### src/rtl/scan_chain_loader.sv
// Configuration scan-chain loader: serialises config words onto the PE array
// scan chain and returns the bits that fall out of the chain as readback words.
module scan_chain_loader #(
  parameter int unsigned WORD_WIDTH = 32,
  parameter int unsigned CHAIN_LEN  = 1024,
  parameter int unsigned CNT_WIDTH  = $clog2(CHAIN_LEN + 1),
  parameter int unsigned IDX_WIDTH  = $clog2(WORD_WIDTH)
) (
  input  logic                  clk,
  input  logic                  reset,
  input  logic                  start,
  output logic                  busy,
  output logic                  done,
  input  logic [WORD_WIDTH-1:0] cfg_word,
  input  logic                  cfg_valid,
  output logic                  cfg_ready,
  output logic [WORD_WIDTH-1:0] rb_word,
  output logic                  rb_valid,
  input  logic                  rb_ready,
  output logic                  scan_en,
  output logic                  scan_in,
  input  logic                  scan_out
);

  localparam int unsigned NB_WIDTH = $clog2(WORD_WIDTH + 1);

  typedef enum logic [2:0] {
    S_IDLE,
    S_LOAD,
    S_SHIFT,
    S_RB,
    S_DONE
  } state_e;

  state_e                state_q;
  logic [CNT_WIDTH-1:0]  remaining_q;
  logic [WORD_WIDTH-1:0] tx_q;
  logic [WORD_WIDTH-1:0] rb_q;
  logic [IDX_WIDTH-1:0]  bit_idx_q;
  logic [NB_WIDTH-1:0]   nbits_q;
  logic                  busy_q;
  logic                  done_q;
  logic                  cfg_ready_q;
  logic                  rb_valid_q;
  logic                  scan_en_q;
  logic                  scan_in_q;

  logic [NB_WIDTH-1:0]   nbits_d;
  logic [IDX_WIDTH-1:0]  bit_idx_d;
  logic                  last_bit;

  // Last word of a load may be shorter than a full word.
  assign nbits_d   = (32'(remaining_q) >= WORD_WIDTH) ? NB_WIDTH'(WORD_WIDTH)
                                                      : NB_WIDTH'(remaining_q);
  assign bit_idx_d = bit_idx_q + IDX_WIDTH'(1);
  assign last_bit  = ((NB_WIDTH'(bit_idx_q) + NB_WIDTH'(1)) == nbits_q);

  // FSM with outputs registered alongside the state so they track it exactly.
  always_ff @(posedge clk) begin
    if (!reset) begin
      state_q     <= S_IDLE;
      remaining_q <= '0;
      tx_q        <= '0;
      rb_q        <= '0;
      bit_idx_q   <= '0;
      nbits_q     <= '0;
      busy_q      <= 1'b0;
      done_q      <= 1'b0;
      cfg_ready_q <= 1'b0;
      rb_valid_q  <= 1'b0;
      scan_en_q   <= 1'b0;
      scan_in_q   <= 1'b0;
    end else begin
      done_q <= 1'b0;
      case (state_q)
        S_IDLE: begin
          if (start) begin
            state_q     <= S_LOAD;
            remaining_q <= CNT_WIDTH'(CHAIN_LEN);
            busy_q      <= 1'b1;
            cfg_ready_q <= 1'b1;
          end
        end
        S_LOAD: begin
          if (cfg_valid) begin
            tx_q        <= cfg_word;
            rb_q        <= '0;
            bit_idx_q   <= '0;
            nbits_q     <= nbits_d;
            state_q     <= S_SHIFT;
            cfg_ready_q <= 1'b0;
            scan_en_q   <= 1'b1;
            scan_in_q   <= cfg_word[0];
          end
        end
        S_SHIFT: begin
          // Capture the chain's pre-edge output while pushing the next bit in.
          rb_q[bit_idx_q] <= scan_out;
          bit_idx_q       <= bit_idx_d;
          remaining_q     <= remaining_q - CNT_WIDTH'(1);
          if (last_bit) begin
            state_q    <= S_RB;
            scan_en_q  <= 1'b0;
            scan_in_q  <= 1'b0;
            rb_valid_q <= 1'b1;
          end else begin
            scan_in_q <= tx_q[bit_idx_d];
          end
        end
        S_RB: begin
          if (rb_ready) begin
            rb_valid_q <= 1'b0;
            if (remaining_q == '0) begin
              state_q <= S_DONE;
              done_q  <= 1'b1;
            end else begin
              state_q     <= S_LOAD;
              cfg_ready_q <= 1'b1;
            end
          end
        end
        S_DONE: begin
          state_q <= S_IDLE;
          busy_q  <= 1'b0;
        end
        default: state_q <= S_IDLE;
      endcase
    end
  end

  assign busy      = busy_q;
  assign done      = done_q;
  assign cfg_ready = cfg_ready_q;
  assign rb_word   = rb_q;
  assign rb_valid  = rb_valid_q;
  assign scan_en   = scan_en_q;
  assign scan_in   = scan_in_q;

endmodule

### config.mk
export PLATFORM = sky130hd
export DESIGN_NAME = scan_chain_loader
export DESIGN_NICKNAME = d
export VERILOG_FILES = /design/src/rtl/scan_chain_loader.sv
export SDC_FILE = /design/constraint.sdc
export NUM_CORES = 1
export LEC_CHECK = 0
export CAP_MARGIN = 20
export CORE_ASPECT_RATIO = 1.5
export CORE_MARGIN = 2
export CORE_UTILIZATION = 46
export DETAILED_ROUTE_END_ITERATION = 6
export PLACE_DENSITY = 0.71
export REMOVE_ABC_BUFFERS = 1
export SYNTH_ARGS = -nofsm -noshare
export SYNTH_HDL_FRONTEND = slang
export SYNTH_SLANG_ARGS = --single-unit
### constraint.sdc
create_clock -name clk -period 3.3 [get_ports clk]
set_input_delay 0.495 -clock clk [delete_from_list [all_inputs] [get_ports clk]]
set_output_delay 0.495 -clock clk [all_outputs]
set_load 0.02 [all_outputs]
==> run metrics, run 1 <==
status=complete, but fails checks; violated checks=design-rule violations; Post-synth EDFFs=0; post-synthesis register bit count=95; core area=9634 µm²; hold buffers post-CTS=0; syn avg cell area=8.249 µm²; top_reg_cell synth=dfxtp_1; synth cell count leaders=nand2_1, a21oi_1, dfxtp_1; total global routing overflow=0; maximum vdd drop=0.3594 mV; GPL Wtd Cong=0.7817; CTS tree=done; main combinational cell family by area after synthesis=simple AND/OR/NAND/NOR gates; Chip Width=85.09 µm; Synth Warn #=0; Initial Util=47.09%; crit path kind=reg2reg; Seq/Total Area, Yosys=41.92%; worst skew pair latency=350 ps; TritonRoute pass-1 iters=7; count leader, synth=nand2_1; crit path capture type=flip-flop; Worst-Margin Slew=1059 ps; worst-path cell with the longest stage delay=ha_1; clock sink count=95; CP cell instances=inv_1 -> ha_1 -> mux2i_1 -> mux4_1 -> a32oi_1 -> nand3_1 -> o31ai_2; height of the die=125.6 µm; max incr delay on CP=730 ps; RSZ-0062 raised after global routing=false; Worst setup SP type=flip-flop; pin count of the biggest net entering global routing=60; fmax=0.3524 GHz; critical path's top delay family=adder cells; Cell Pwr Density=543.7 nW/µm²; vias=4,116; Post-Synth Adder-Cell Area=1.379%; max-cap viol count=0; Vias/cell=5.765; vias in the first global route=3,897; layout cell share with drive strength beyond 1=6.177%; max-slew violation count=0; critical path required time=3570 ps; Row Count=44; Worst Path Buf+Inv=1; multi-input logic area=2351 µm²; Worst slew margin=29.42%; post-synthesis compound-gate area fraction=19.83%; Synth area leader=dfxtp_1; initial antenna violation count=0; top cells by area, synth=dfxtp_1, a21oi_1, nand2_1; Area Growth Syn to Fin=23.06%; register area=1902 µm²; first-pass GRT wire length=18.17 mm; H-tree levels=3; Final setup viols=0; clock root buffer=clkbuf_16; Lkg Pwr=1.845 nW; DRC violations left=1; post-route ant nets=0; die area=10,690 µm²; xor/xnor share of the synthesized area=2.289%; final WL=11.11 mm; Worst Hold Class=reg2reg; Async S/R FF share, synth=0%; I/O pin cnt=76; final period utilization=85.98%; post-cts resize count=0; Post-Synth Simple-Gate Area=22.23%; hpwl dp=7.554 mm; Period minus WS final=2837 ps; final hold violation count=0; fillers=896; clock-pin slew of the registers on the worst-case setup and hold paths=70 ps; clk_skew=6.886 ps; Worst Path Arrival=3100 ps; setup TNS=0 ps; Hold WS=451.3 ps; Synth cell types=58; Post-Syn Area=4537 µm²; Initial DRC Count=263; Num CTS Buffers=9; CTS Buffer Depth=2; Diodes inserted=0; proportion of synthesized area in mux cells=5.819%; Mapped Cells=550; WL/cell=15.56 µm; GRT Total Usage=20.86%; total setup buffers inserted after CTS=0; CP max FO=13; nets=637; top-area cell type share of the netlist area=41.92%; port bufs=75
metal layers:
layer	GRT usage (%)	vias up	wire length, µm
met5	0	-	0
met4	9.430	0	282
met3	3.145	22	425
met2	35.71	112	5813
met1	25.58	1936	4591
li1	-	2046	-
cell type report:
class	count	share of cell area, %
inverter	8	0.5379
clock buffer	11	4.348
sequential	95	34.07
tap	115	2.577
timing repair buffer	81	14.48
multi-input combinational	399	42.11
clock inverter	5	1.883
worst paths after layout:
kind	start	end	slack, ps	depth (start not counted)
min	tx_q[28]$_SDFFE_PN0P_	tx_q[28]$_SDFFE_PN0P_	450	2
min reg2reg	tx_q[28]$_SDFFE_PN0P_	tx_q[28]$_SDFFE_PN0P_	450	2
max	bit_idx_q[0]$_SDFFE_PN0P_	scan_in$_SDFFE_PN0P_	460	7
max reg2reg	bit_idx_q[0]$_SDFFE_PN0P_	scan_in$_SDFFE_PN0P_	460	7
power by group:
part	total (mW)	internal, mW	switching, mW
clock network	1.20	0.761	0.441
logic	0.543	0.222	0.321
registers	1.29	1.22	0.0742
registers in the layout (all words and copies together) (netlist names), 3 cells and up:
| name | flops |
|---|---|
| bit_idx_q | 5 |
| nbits_q | 6 |
| rb_word | 32 |
| remaining_q | 11 |
| state_q | 3 |
| tx_q | 32 |
through the flow:
step | worst slack [ps] | power, mW | utilization [%] | cells | cell area (µm²)
final | 462.7 | 3.035 | 57.95 | 714 | 5583
after detailed placement | 480.1 | 1.854 | 54.34 | 698 | 5235
after floorplan | -629.2 | 1.652 | - | 502 | 4270
after global routing | 180.7 | 3.161 | 57.95 | 714 | 5583
after global placement | 603.6 | 1.840 | 54.34 | 698 | 5235
after CTS | 436.6 | 3.052 | 57.95 | 714 | 5583
cell families (layout without fill, tap and decap cells):
group,count (synthesis),in the layout
simple gates,208,208
compound gates,156,156
xor+xnor,11,11
buf+inv,56,105
flops,95,95
fa+ha+maj,5,5
mux,19,19
tightest hold or removal path, cell delays in order, from the launching register on:
cell and delay (ps):
dfxtp_1 310, nand2_1 50, a21oi_1 50
layout by cell type, fill, tap and decap left out, types with 12 or more instances in the layout:
cell and instances:
a21oi_1 99, o211ai_1 12, dfxtp_1 95, nor2_1 25, o21ai_0 15, nand3_1 21, nand4_1 23, clkdlybuf4s50_1 75
mux2i_1 14, nand2_1 100
Note: power is estimated with default switching activity, not from simulation.
==> run 2, diff against run 1 <==
--- a/config.mk
+++ b/config.mk
@@ -12,6 +12,7 @@
 export DETAILED_ROUTE_END_ITERATION = 6
 export PLACE_DENSITY = 0.71
 export REMOVE_ABC_BUFFERS = 1
+export SLEW_MARGIN = 10
 export SYNTH_ARGS = -nofsm -noshare
 export SYNTH_HDL_FRONTEND = slang
 export SYNTH_SLANG_ARGS = --single-unit
==> results of run 2 <==
The final DEF is identical to that of run 1; final timing and power are the same.
==> run 3, diff against run 2 <==
--- a/config.mk
+++ b/config.mk
@@ -10,6 +10,7 @@
 export CORE_MARGIN = 2
 export CORE_UTILIZATION = 46
 export DETAILED_ROUTE_END_ITERATION = 6
+export GPL_ROUTABILITY_DRIVEN = 0
 export PLACE_DENSITY = 0.71
 export REMOVE_ABC_BUFFERS = 1
 export SLEW_MARGIN = 10
==> results of run 3 <==
The final DEF is identical to that of run 1; final timing and power are the same.
